File: config.mk
export PLATFORM = sky130hd
export DESIGN_NAME = minn_peak_detect
export DESIGN_NICKNAME = d
export VERILOG_FILES = /design/src/rtl/minn_pkg.sv /design/src/rtl/minn_peak_detect.sv
export SDC_FILE = /design/constraint.sdc
export NUM_CORES = 1
export LEC_CHECK = 0
export BUFFER_PORTS_ARGS = -buffer_cell sky130_fd_sc_hd__clkbuf_2
export CORE_MARGIN = 4
export CORE_UTILIZATION = 45
export CTS_BUF_LIST = sky130_fd_sc_hd__clkbuf_4 sky130_fd_sc_hd__clkbuf_8 sky130_fd_sc_hd__clkbuf_16
export DETAILED_ROUTE_END_ITERATION = 10
export GPL_TIMING_DRIVEN = 0
export HOLD_SLACK_MARGIN = 0.06
export MAX_ROUTING_LAYER = met4
export PLACE_DENSITY = 0.74
export SLEW_MARGIN = 15
export SYNTH_ARGS = -nofsm -noshare
export SYNTH_HDL_FRONTEND = slang
export SYNTH_SLANG_ARGS = --single-unit
File: constraint.sdc
create_clock -name clk -period 3.3 [get_ports clk]
set_input_delay 0.33 -clock clk [delete_from_list [all_inputs] [get_ports clk]]
set_output_delay 0.33 -clock clk [all_outputs]
set_load 0.03 [all_outputs]
File: src/rtl/minn_pkg.sv
// Shared definitions for the Minn timing-metric path.
//   MINN_METRIC_WIDTH : width of the running-sum metric (16-bit samples, 16-deep window)
//   peak_state_t      : peak-picker FSM states
package minn_pkg;

  localparam int MINN_METRIC_WIDTH = 21;

  typedef enum logic [1:0] {
    PK_IDLE,
    PK_TRACK,
    PK_BLANK
  } peak_state_t;

endpackage

File: src/rtl/minn_peak_detect.sv
// Peak picker for the Minn timing metric. Finds the first local maximum of the
// valid-qualified metric stream that exceeds a threshold. A maximum counts as
// confirmed once WINDOW consecutive samples fail to beat it. The detector then
// ignores BLANK samples before it searches again.
//
// Ports:
//   clk, rst    : clock, synchronous active-high reset
//   in_valid    : metric_in is valid this cycle (gaps freeze all state)
//   metric_in   : signed window-sum metric sample
//   threshold   : signed detection threshold, sampled with each accepted sample
//   peak_valid  : one-cycle pulse when a peak is confirmed
//   peak_value  : metric value of the last confirmed peak (held)
//   peak_index  : sample index of the last confirmed peak (held)
//   busy        : registered, high while the FSM is not idle
module minn_peak_detect
  import minn_pkg::*;
#(
  parameter int IN_WIDTH  = MINN_METRIC_WIDTH,
  parameter int IDX_WIDTH = 32,
  parameter int WINDOW    = 16,
  parameter int BLANK     = 64
) (
  input  logic                        clk,
  input  logic                        rst,
  input  logic                        in_valid,
  input  logic signed [IN_WIDTH-1:0]  metric_in,
  input  logic signed [IN_WIDTH-1:0]  threshold,
  output logic                        peak_valid,
  output logic signed [IN_WIDTH-1:0]  peak_value,
  output logic        [IDX_WIDTH-1:0] peak_index,
  output logic                        busy
);

  localparam int SINCE_W = $clog2(WINDOW + 1);
  localparam int BLANK_W = (BLANK < 1) ? 1 : $clog2(BLANK + 1);

  localparam logic [SINCE_W-1:0] SINCE_LAST = SINCE_W'(WINDOW - 1);
  localparam logic [BLANK_W-1:0] BLANK_LAST = (BLANK < 1) ? '0 : BLANK_W'(BLANK - 1);

  // With no blanking the confirming sample hands straight back to IDLE, so the
  // next accepted sample is already evaluated against the threshold.
  localparam peak_state_t CONFIRM_STATE = (BLANK == 0) ? PK_IDLE : PK_BLANK;

  peak_state_t                 state, state_next;
  logic        [IDX_WIDTH-1:0] idx;
  logic signed [IN_WIDTH-1:0]  best_val;
  logic        [IDX_WIDTH-1:0] best_idx;
  logic        [SINCE_W-1:0]   since, since_next;
  logic        [BLANK_W-1:0]   blank_cnt, blank_next;
  logic                        take_best;
  logic                        confirm;

  always_comb begin
    state_next = state;
    since_next = since;
    blank_next = blank_cnt;
    take_best  = 1'b0;
    confirm    = 1'b0;
    if (in_valid) begin
      case (state)
        PK_IDLE: begin
          if (metric_in > threshold) begin
            state_next = PK_TRACK;
            take_best  = 1'b1;
            since_next = '0;
          end
        end
        PK_TRACK: begin
          // Strict compare: a tie keeps the earlier index.
          if (metric_in > best_val) begin
            take_best  = 1'b1;
            since_next = '0;
          end else if (since == SINCE_LAST) begin
            confirm    = 1'b1;
            state_next = CONFIRM_STATE;
            blank_next = '0;
          end else begin
            since_next = since + 1'b1;
          end
        end
        PK_BLANK: begin
          // The last blanked sample is consumed here, not re-evaluated in IDLE.
          if (blank_cnt == BLANK_LAST) begin
            state_next = PK_IDLE;
          end else begin
            blank_next = blank_cnt + 1'b1;
          end
        end
        default: state_next = PK_IDLE;
      endcase
    end
  end

  always_ff @(posedge clk) begin
    if (rst) begin
      state      <= PK_IDLE;
      busy       <= 1'b0;
      idx        <= '0;
      best_val   <= '0;
      best_idx   <= '0;
      since      <= '0;
      blank_cnt  <= '0;
      peak_valid <= 1'b0;
      peak_value <= '0;
      peak_index <= '0;
    end else begin
      peak_valid <= confirm;
      if (in_valid) begin
        state     <= state_next;
        busy      <= (state_next != PK_IDLE);
        idx       <= idx + 1'b1;
        since     <= since_next;
        blank_cnt <= blank_next;
        if (take_best) begin
          best_val <= metric_in;
          best_idx <= idx;
        end
        if (confirm) begin
          peak_value <= best_val;
          peak_index <= best_idx;
        end
      end
    end
  end

endmodule

## Word-level counts from Yosys, hierarchy flattened

Cells that the tools add are included.

| operators by class | value |
|---|---|
| reductions and logical operators | 8 |
| add/sub/neg operators | 3 |
| magnitude comparators | 2 |
| eq/ne operators | 9 |
| mux-type cells | 22 |

Operator list:

| operator | number |
|---|---|
| > comparator 21 bit | 2 |
| adder 32 x 1 -> 32 bit, second input constant | 1 |
| 2-to-1 mux 7 bit | 3 |
| 2-to-1 mux 5 bit | 3 |
| case mux 7 bit (2 select lines) | 1 |
| 2-to-1 mux 2 bit | 5 |
| case mux 5 bit (2 select lines) | 1 |
| inequality test 2 bit, second input constant | 4 |
| adder 7 x 1 -> 7 bit, second input constant | 1 |
| == test 7 x 6 -> 1 bit, second input constant | 1 |
| 2-to-1 mux 1 bit | 7 |
| case mux 2 bit (3 select lines) | 1 |
| nonzero test 2 bit | 3 |
| adder 5 x 1 -> 5 bit, second input constant | 1 |
| == test 5 x 4 -> 1 bit, second input constant | 1 |
| AND reduction 5 bit | 1 |
| AND reduction 2 bit | 2 |
| AND reduction 4 bit | 1 |
| inequality test 3 bit, second input constant | 1 |
| == test 2 x 1 -> 1 bit, second input constant | 1 |
| == test 2 bit, second input constant | 1 |
| logical NOT 2 bit | 1 |
| case mux 1 bit (2 select lines) | 1 |

| word-level totals | value |
|---|---|
| output and inout port bits | 55 |
| register bits after elaboration | 154 |
| input port bits | 45 |

## Longest topological paths before layout

Gate-level depths: netlist of run 1.

| logic depth | value |
|---|---|
| depth after elaboration | 6 |
| gate-level depth with buffers | 11 |
| depth with buffers taken out | 9 |

## Worst setup path before layout of run 1

Ideal clock, no wire load.

| timing | value |
|---|---|
| kind | flip-flop to flip-flop |
| start | register best_val[12] |
| end | register peak_value[20] |
| arrival | 2,428 ps |
| period minus slack after synthesis | 2,555 ps |
| cell stages (with the launch flop) | 12 |
| buffers on the path | 2 |
| slack | 745 ps |
| path through | dfxtp_1 inv_1 ha_1 a21oi_1 o21ai_1 a221o_1 o311a_1 nor4_2 buf_6 buf_12 mux2i_1 nor2_1 |

| between the ends | value |
|---|---|
| cells in the longest elaborated chain, start to end | 5 |

Ends and longest elaborated chain:

| element | line | RTL |
|---|---|---|
| start: declaration | minn_peak_detect.sv:46 | `logic signed [IN_WIDTH-1:0] best_val;` |
| start signal: assignment | minn_peak_detect.sv:115 | `best_val <= metric_in;` |
| > comparator 21 bit | minn_peak_detect.sv:70 | `if (metric_in > best_val) begin` |
| 2-to-1 mux 1 bit | minn_peak_detect.sv:70 |  |
| 2-to-1 mux 1 bit | minn_peak_detect.sv:60 | `case (state)` |
| 2-to-1 mux 1 bit | minn_peak_detect.sv:59 | `if (in_valid) begin` |
| AND reduction 2 bit (no line) | n/a |  |
| end signal: assignment | minn_peak_detect.sv:119 | `peak_value <= best_val;` |
| end: declaration | minn_peak_detect.sv:29 | `output logic signed [IN_WIDTH-1:0] peak_value,` |

Every way passes these cells.
A chain may end at the register's enable or synchronous reset.

## Worst setup path after layout of run 1

| timing | value |
|---|---|
| start | register best_val[16] |
| end | register best_val[11] |

| between the ends | value |
|---|---|
| cells in the longest elaborated chain, start to end | 5 |

Ends and longest elaborated chain:

| element | line |
|---|---|
| > comparator 21 bit | minn_peak_detect.sv:70 |
| 2-to-1 mux 1 bit | minn_peak_detect.sv:70 |
| case mux 1 bit (2 select lines) | minn_peak_detect.sv:60 |
| 2-to-1 mux 1 bit | minn_peak_detect.sv:59 |
| AND reduction 2 bit (no line) | n/a |

Every way passes these cells.

==> impl_metrics.tcl, run 1 <==
set metrics [dict create \
    hold_buffers 0 \
    synthCells 801 \
    root_buffer "clkbuf_16" \
    period_share_pct 87.77 \
    synth-seq-area-share_pct 40.89 \
    htree_levels 4 \
    final_util_pct 53.70 \
    netSwitchingFraction_pct 24.32 \
    dp_slack_ns 0.3539 \
    synth_edf_count 0 \
    drv_cap 0 \
    hold_viol 0 \
    setup_slack_ns 0.4035 \
    firstDrtPassIters 4 \
    numCtsBuffers 17 \
    vias 5640 \
    coreArea_sq_um 16520 \
    drc 0 \
    setup-tns-final_ns 0 \
    slew_viol_final 0 \
    cts_max_path_buffers 2 \
    leakage_uw 0.003474 \
    cp-start-kind "register" \
    start_util_pct 45.63 \
    fp.dieH_um 137.4 \
    post_drt_via_cell_ratio 4.900 \
    grtUsageTotal_pct 18.44 \
    yosysTopAreaCell "dfxtp_1" \
    synth_area_leaders "dfxtp_1, mux2i_1, nand2b_1" \
    rsz0062_at_grt "false" \
    grt_start_max_net_pins 17 \
    regArea_sq_um 3083 \
    diodes 0 \
    power_frac_comb_pct 10.2 \
    synth_cell_type_count 47 \
    fin_nets 1009 \
    antenna_found_initial 0 \
    total_power_uw 4205 \
    ctsResizeCount 0 \
    insertion_delay_ns 0.43 \
    syn_area_sq_um 7540 \
    cp-end-kind "register" \
    area_growth_pct 17.69 \
    worst_pin_slew_ns 0.6608 \
    wl_per_cell_um 13.79 \
    fin_crit_ns 2.896 \
    final_layout_size_suffix_gt1_share_pct 16.43 \
    p_int_uw 3182 \
    hold_path_class "primary input to register" \
    pin_count 100 \
    cp_max_fo 10 \
    drt_wl_total_mm 15.88 \
    portBuffers 98 \
    synthFlopType "dfxtp_1" \
    powerDensity_nw_per_um2 473.9 \
    syn-num-nets 892 \
    power_switching_uw 1022 \
    cts.sinks 154 \
    setup_viol 0 \
    hpwl_mm 11.78 \
    crit_chain "inv_1 > ha_1 > nand4_1 > nor4_2 > a21boi_1 > o311a_1 > nor2_1 > o22ai_1 > buf_4 > buf_6 > mux2i_1" \
    p_seq_share_pct 45.6 \
    fillers 1500 \
    netlist.area_leader.share_pct 40.89 \
    syn_area_per_cell_sq_um 9.413 \
    fmax_ghz 0.3452 \
    yosysMostFrequentCell "dfxtp_1" \
    crit_arrival_ns 3.25 \
    die_area_sq_um 18890 \
    synth_common_cells "dfxtp_1, nand2b_1, mux2i_1" \
    max_stage_delay_ns 0.37 \
    path_clk_slew_ns 0.06 \
    relSlewSlack_pct 55.95 \
    critPathTopFamily "compound AO/OA/AOI/OAI gates" \
    multi_input_area_sq_um 3991 \
    cts_tree "yes" \
    cts_setup_buffers 0 \
    rows 47 \
    grt_pass1_wl_mm 27.01 \
    crit_type "register to register" \
    crit_slowest_cell "nor4_2" \
    overflow 0 \
    fp.dieW_um 137.4 \
    ir_drop_uv 373.3 \
    drt-initial-drc-count 287 \
    clkPwrFrac_pct 44.3 \
    path_buf_inv 3 \
    status "finished clean" \
    finClkSkew_ns 0.01122 \
    yosysWarnings 0 \
    place.gp.congestion 0.8151 \
    grt_pass1_vias 5594 \
    synth-seq-cells 154 \
    async_flop_share_pct 0 \
    final_antenna_net_count 0 \
    cp.required_ns 3.65 \
]
-- state kept, by name, summed over array words and instances (netlist names) --
| signal | cells |
|---|---|
| peak_valid | 1 |
| peak_index | 32 |
| peak_value | 21 |
| blank_cnt | 7 |
| best_idx | 32 |
| best_val | 21 |
| busy | 1 |
| since | 5 |
| state | 2 |
| idx | 32 |
-- worst min-delay path, cell delays in order --
cell and delay, ns:
clkbuf_2 0.11, nand2b_1 0.07, mux2i_1 0.06
-- path summary, 6_finish.rpt --
| path | startpoint | to | slack [ns] | depth (start not counted) |
|---|---|---|---|---|
| setup / recovery | best_val[16] | best_val[11] | 0.40 | 11 |
| hold / removal | metric_in[7] | best_val[7] | 0.19 | 3 |
| setup reg to reg | best_val[16] | best_val[11] | 0.40 | 11 |
| hold reg to reg | blank_cnt[6] | blank_cnt[6] | 0.47 | 2 |
-- kinds of logic after synthesis --
| kind of cell | after synthesis | share of synthesized area [%] |
|---|---|---|
| multiplexers | 108 | 14.34 |
| AO/OA/AOI/OAI | 63 | 5.012 |
| XOR/XNOR | 29 | 3.369 |
| flip-flops | 154 | 40.89 |
| adder cells (fa/ha/maj) | 46 | 7.634 |
| buffers and inverters | 87 | 6.173 |
| AND/OR/NAND/NOR | 314 | 22.59 |
-- metal layers --
layer,track usage (%),wire (um),vias up
li1,-,-,2952
met1,22.91,7466,2601
met2,29.23,7547,69
met3,4.383,632,18
met4,6.818,230,0
met5,-,0,-
-- metrics by stage --
| stage | cell area (sq um) | hold WS, ns | cells |
|---|---|---|---|
| final | 8874 | 0.1925 | 1151 |
| after global routing | 8874 | 0.1940 | 1151 |
| after CTS | 8874 | 0.1779 | 1151 |
| after detailed placement | 8305 | 0.4586 | 1119 |
| after global placement | 8305 | 0.4376 | 1119 |
| after floorplan | 7540 | 0.4279 | 801 |
-- power by group through the flow --
stage	combinational, uW	clock [uW]	sequential [uW]
after global routing	483	1970	1920
after detailed placement	428	0	1960
after floorplan	309	0	1950
final	428	1860	1920
after CTS	433	1890	1910
after global placement	419	0	1960
-- final cells by class --
| cell class | count | share of cell area [%] |
|---|---|---|
| multi-input cells | 560 | 44.98 |
| flip-flops and latches | 154 | 34.74 |
| repair buffers | 98 | 5.527 |
| clock buffers | 22 | 5.358 |
| plain buffers | 39 | 3.215 |
| well taps | 220 | 3.102 |
| inverters | 48 | 2.030 |
| clock inverters | 10 | 1.043 |
-- placed cells by master (no fill, tap or decap), types with 16 or more instances in the layout --
cell       Yosys  routed
nand2b_1     112     112
dfxtp_1      154     154
clkbuf_1      25      25
clkbuf_2       0      98
ha_1          46      46
mux2i_1      108     108
xor2_1        16      16
clkbuf_16      0      17
nor2_1        91      91
a21oi_1       26      26
nand2_1       28      28
inv_1         48      48
Note: power is estimated with default switching activity, not from simulation.
==> run 2, diff against run 1 <==
==> constraint.sdc (replaced) <==
create_clock -name clk -period 2.7 [get_ports clk]
set_input_delay 0.27 -clock clk [delete_from_list [all_inputs] [get_ports clk]]
set_output_delay 0.27 -clock clk [all_outputs]
set_load 0.03 [all_outputs]
==> run 2 against run 1 <==
Against the previous run: the run now ends with setup timing left; via count up 4.1%; clock power up 23%; first-iteration DRC count up 4.9%; non-clock buffer count up 23.
==> impl_metrics.tcl, run 2 (same netlist as run 1, synthesis figures left out) <==
set metrics [dict create \
    status "finished, violations left" \
    violations "setup timing" \
    final_cells 1174 \
    insertion_delay_ns 0.43 \
    cp-start-kind "register" \
    vias 5869 \
    drt_wl_total_mm 17.73 \
    top_regs "best_idx x32, idx x32, peak_index x32" \
    portBuffers 98 \
    path_buf_inv 4 \
    hpwl_mm 11.78 \
    rsz0062_at_grt "true" \
    grtUsageTotal_pct 18.94 \
    post_drt_via_cell_ratio 4.999 \
    fp.dieW_um 137.4 \
    coreArea_sq_um 16520 \
    relSlewSlack_pct 51.32 \
    fin_nets 1032 \
    hold_viol 0 \
    finClkSkew_ns 0.01145 \
    grt_pass1_vias 5763 \
    fp.dieH_um 137.4 \
    slew_viol_final 0 \
    antenna_found_initial 0 \
    root_buffer "clkbuf_16" \
    fin_crit_ns 2.732 \
    path_clk_slew_ns 0.06 \
    overflow 0 \
    drv_cap 0 \
    cp-end-kind "register" \
    setup_slack_ns -0.03218 \
    die_area_sq_um 18890 \
    total_power_uw 5378 \
    final_layout_size_suffix_gt1_share_pct 23.06 \
    leakage_uw 0.003711 \
    cts.sinks 154 \
    final_antenna_net_count 0 \
    rows 47 \
    critPathTopFamily "compound AO/OA/AOI/OAI gates" \
    powerDensity_nw_per_um2 562.8 \
    grt_pass1_wl_mm 27.74 \
    crit_type "register to register" \
    grt_start_max_net_pins 17 \
    cp.required_ns 3.00 \
    area_growth_pct 26.75 \
    period_share_pct 101.2 \
    final_common_cell "dfxtp_1" \
    max_stage_delay_ns 0.42 \
    final_cell_mix "dfxtp_1, nand2b_1, mux2i_1, clkbuf_2, nor2_1" \
    drt-initial-drc-count 301 \
    numCtsBuffers 17 \
    cts_tree "yes" \
    crit_arrival_ns 3.04 \
    crit_slowest_cell "o311a_4" \
    htree_levels 4 \
    worst_pin_slew_ns 0.7302 \
    hold_buffers 0 \
    firstDrtPassIters 4 \
    pin_count 100 \
    cp_max_fo 5 \
    crit_chain "inv_1 > ha_1 > a21oi_1 > o21ai_0 > o2bb2ai_1 > o311a_4 > nor4_4 > buf_6 > buf_12 > clkbuf_16 > mux2i_1 > nor2_1" \
    place_inst 1119 \
    diodes 0 \
    start_util_pct 45.63 \
    fillers 1404 \
    cts_max_path_buffers 2 \
    ir_drop_uv 466.7 \
    drc 0 \
    place.gp.congestion 0.8151 \
    wl_per_cell_um 15.10 \
    fmax_ghz 0.3660 \
    hold_path_class "primary input to register" \
    setup_viol 31 \
]
run 2: worst register-to-register path: stages (launching register included):
cell and delay, ns:
dfxtp_2 0.34, inv_1 0.05, ha_1 0.28, a21oi_1 0.17, o21ai_0 0.17, o2bb2ai_1 0.24
o311a_4 0.42, nor4_4 0.23, buf_6 0.18, buf_12 0.14, clkbuf_16 0.15, mux2i_1 0.19
nor2_1 0.05
run 2: per-stage QoR:
step / setup TNS (ns) / setup WS [ns] / cell area [sq um] / hold slack (ns) / utilization (%)
floorplan: 0 / 0.1447 / 7540 / 0.4253 / -
global placement: -10.24 / -0.1400 / 8305 / 0.4376 / 50.26
detailed placement: -14.40 / -0.2007 / 8305 / 0.4586 / 50.26
CTS: 0 / 0.002931 / 9160 / 0.1163 / 55.43
global route: -8.602 / -0.1827 / 9557 / 0.1413 / 57.83
finish: -0.5231 / -0.03218 / 9557 / 0.1301 / 57.83
run 2: routing by layer:
layer  global-route usage [%]  up-vias  wire, um
met2                    30.12       93      8659
li1                         -     2992         -
met3                    4.383       32       657
met4                    7.650        0       367
met1                    23.26     2752      8048
met5                        -        -         0
run 2: cell type report:
type	instances	area [sq um]	area share, %
plain buffers	38	325.3	3.404
clock buffers	22	475.5	4.975
clock inverters	10	92.59	0.9688
inverters	48	180.2	1.885
multi-input cells	560	4259	44.57
flip-flops and latches	154	3102	32.46
well taps	220	275.3	2.880
repair buffers	122	847.1	8.864
run 2: path summary, 6_finish.rpt:
check / slack, ns / startpoint / cells past startpoint / endpoint
worst min-delay path: 0.13 / metric_in[13] / 3 / best_val[13]
worst max register to register: -0.03 / best_val[6] / 12 / peak_index[19]
worst max-delay path: -0.03 / best_val[6] / 12 / peak_index[19]
worst min register to register: 0.47 / best_idx[6] / 2 / best_idx[6]
run 2: where the power goes:
part | switching, uW | leakage [uW] | internal (uW)
clock network | 940 | 0.000273 | 1340
registers | 32.9 | 0.00125 | 2310
logic | 372 | 0.00219 | 376
run 2: repair_timing:
| item | in CTS | in global routing |
|---|---|---|
| cloned | 1 | 7 |
| pin swaps | 5 | 7 |
| endpoints found under the setup margin | 104 | 113 |
| buffers inserted | 7 | 9 |
| resized for setup | 32 | 35 |
==> run 3, diff against run 2 <==
--- a/config.mk
+++ b/config.mk
@@ -13,8 +13,8 @@
 export GPL_TIMING_DRIVEN = 0
 export HOLD_SLACK_MARGIN = 0.06
 export MAX_ROUTING_LAYER = met4
-export PLACE_DENSITY = 0.74
-export SLEW_MARGIN = 15
+export PLACE_DENSITY_LB_ADDON = 0.12
+export SLEW_MARGIN = 10
 export SYNTH_ARGS = -nofsm -noshare
 export SYNTH_HDL_FRONTEND = slang
 export SYNTH_SLANG_ARGS = --single-unit
==> run 3 against run 2 <==
Against the previous run: the flow still finishes with violations (setup timing); clock power hardly changed; first-iteration DRC count fell by 28%; power down 0.77%; largest power group unchanged; highest routed layer unchanged; design area is 0.13% higher; non-clock buffer count up 8; utilization rose by 0.076 points; final cell count is 0.51% higher; wire length decreased by 3.1%; register-to-register slack hardly changed.
==> impl_metrics.tcl, run 3 (same netlist as run 1, synthesis figures left out) <==
set metrics [dict create \
    crit_arrival_ns 3.02 \
    top_regs "best_idx x32, idx x32, peak_index x32" \
    path_clk_slew_ns 0.06 \
    root_buffer "clkbuf_16" \
    slew_viol_final 0 \
    cp-end-kind "register" \
    cts_tree "yes" \
    fillers 1486 \
    period_share_pct 100.8 \
    powerDensity_nw_per_um2 557.7 \
    start_util_pct 45.63 \
    hold_path_class "primary input to register" \
    grt_pass1_vias 5601 \
    grtUsageTotal_pct 19.26 \
    post_drt_via_cell_ratio 4.872 \
    status "finished, violations left" \
    leakage_uw 0.003744 \
    violations "setup timing" \
    firstDrtPassIters 4 \
    final_layout_size_suffix_gt1_share_pct 22.92 \
    setup-tns-final_ns -0.1774 \
    fin_crit_ns 2.722 \
    vias 5749 \
    coreArea_sq_um 16520 \
    reg2reg_slack_ns -0.02 \
    cp-start-kind "register" \
    place.gp.congestion 0.8097 \
    setup_slack_ns -0.02177 \
    cp_max_fo 6 \
    rsz0062_at_grt "true" \
    finClkSkew_ns 0.008426 \
    htree_levels 4 \
    grt_start_max_net_pins 17 \
    cts.sinks 154 \
    fin_nets 1040 \
    relSlewSlack_pct 52.38 \
    cp.required_ns 3.00 \
    fmax_ghz 0.3674 \
    antenna_found_initial 0 \
    r2r_end "peak_index[22]" \
    drt-initial-drc-count 216 \
    regToRegStartpoint "best_val[15]" \
    drc 0 \
    dp_slack_ns -0.3335 \
    grt_pass1_wl_mm 27.95 \
    hpwl_mm 11.69 \
    numCtsBuffers 17 \
    drt_wl_total_mm 17.18 \
    wl_per_cell_um 14.56 \
    rows 47 \
    diodes 0 \
    fp.dieH_um 137.4 \
    area_growth_pct 26.92 \
    final_cell_mix "dfxtp_1, nand2b_1, mux2i_1, clkbuf_2, nor2_1" \
    hold_buffers 0 \
    cts_max_path_buffers 2 \
    final_common_cell "dfxtp_1" \
    reg2reg_depth 14 \
    hold_viol 0 \
    portBuffers 98 \
    setup_viol 17 \
    overflow 0 \
    ir_drop_uv 475.2 \
    crit_start "best_val[15]" \
    insertion_delay_ns 0.43 \
    final_antenna_net_count 0 \
    crit_type "register to register" \
    fp.dieW_um 137.4 \
    die_area_sq_um 18890 \
    cp-endpoint "peak_index[22]" \
    pin_count 100 \
    drv_cap 0 \
    worst_pin_slew_ns 0.7143 \
]
[run 3: timing repair]
item	4_1_cts	5_1_grt
pin swaps	10	14
setup endpoints to repair	120	113
gates cloned	5	4
gates resized for setup	45	24
setup buffers	19	10
[run 3: area by class of cell]
cell class / instances / area, sq um / area share (%)
Buffer: 36 / 272.8 / 2.850
Clock buffer: 23 / 489.2 / 5.112
Clock inverter: 7 / 68.82 / 0.7191
Inverter: 48 / 180.2 / 1.883
Multi-Input combinational cell: 560 / 4219 / 44.09
Sequential cell: 154 / 3099 / 32.39
Tap cell: 220 / 275.3 / 2.877
Timing Repair Buffer: 132 / 964.7 / 10.08
[run 3: critical path, stage by stage, from the launching register on]
cell and delay (ns):
dfxtp_2 0.33, inv_2 0.05, ha_4 0.26, nand4_1 0.18
buf_4 0.20, nor4_4 0.19, a21boi_4 0.27, buf_6 0.13
nor4_4 0.05, nor4_4 0.22, buf_6 0.19, buf_12 0.14
clkbuf_16 0.15, mux2i_1 0.18, nor2_1 0.05
[run 3: per-layer routing]
metal / vias to the layer above / part of all wire, % / global-route usage [%]
li1: 2998 / - / -
met1: 2655 / 50 / 25.88
met2: 74 / 46 / 29.77
met3: 22 / 3.0 / 3.506
met4: 0 / 1.4 / 5.599
met5: - / 0 / -
[run 3: metrics by stage]
step	hold WS (ns)	utilization, %	area (sq um)	std cells	total power, uW
2_1_floorplan	0.4253	-	7540	801	2762
3_3_place_gp	0.4408	50.26	8305	1119	2912
3_5_place_dp	0.4429	50.26	8305	1119	2916
4_1_cts	0.09692	56.96	9413	1172	5374
5_1_grt	0.1345	57.91	9569	1180	5557
6_report	0.1145	57.91	9569	1180	5337
[run 3: worst min path at each step]
stage	from	end	slack, ns	cells after the start
floorplan	metric_in[0]	best_val[0]	0.43	2
global placement	blank_cnt[6]	blank_cnt[6]	0.44	2
detailed placement	blank_cnt[6]	blank_cnt[6]	0.44	2
CTS	metric_in[0]	best_val[0]	0.1	3
global route	metric_in[0]	best_val[0]	0.13	3
finish	metric_in[0]	best_val[0]	0.11	3
[run 3: power by group]
part	switching [uW]	total [uW]	internal, uW
clock network	911	2270	1360
logic	356	723	368
registers	32.3	2350	2310
total	1300	5340	4040
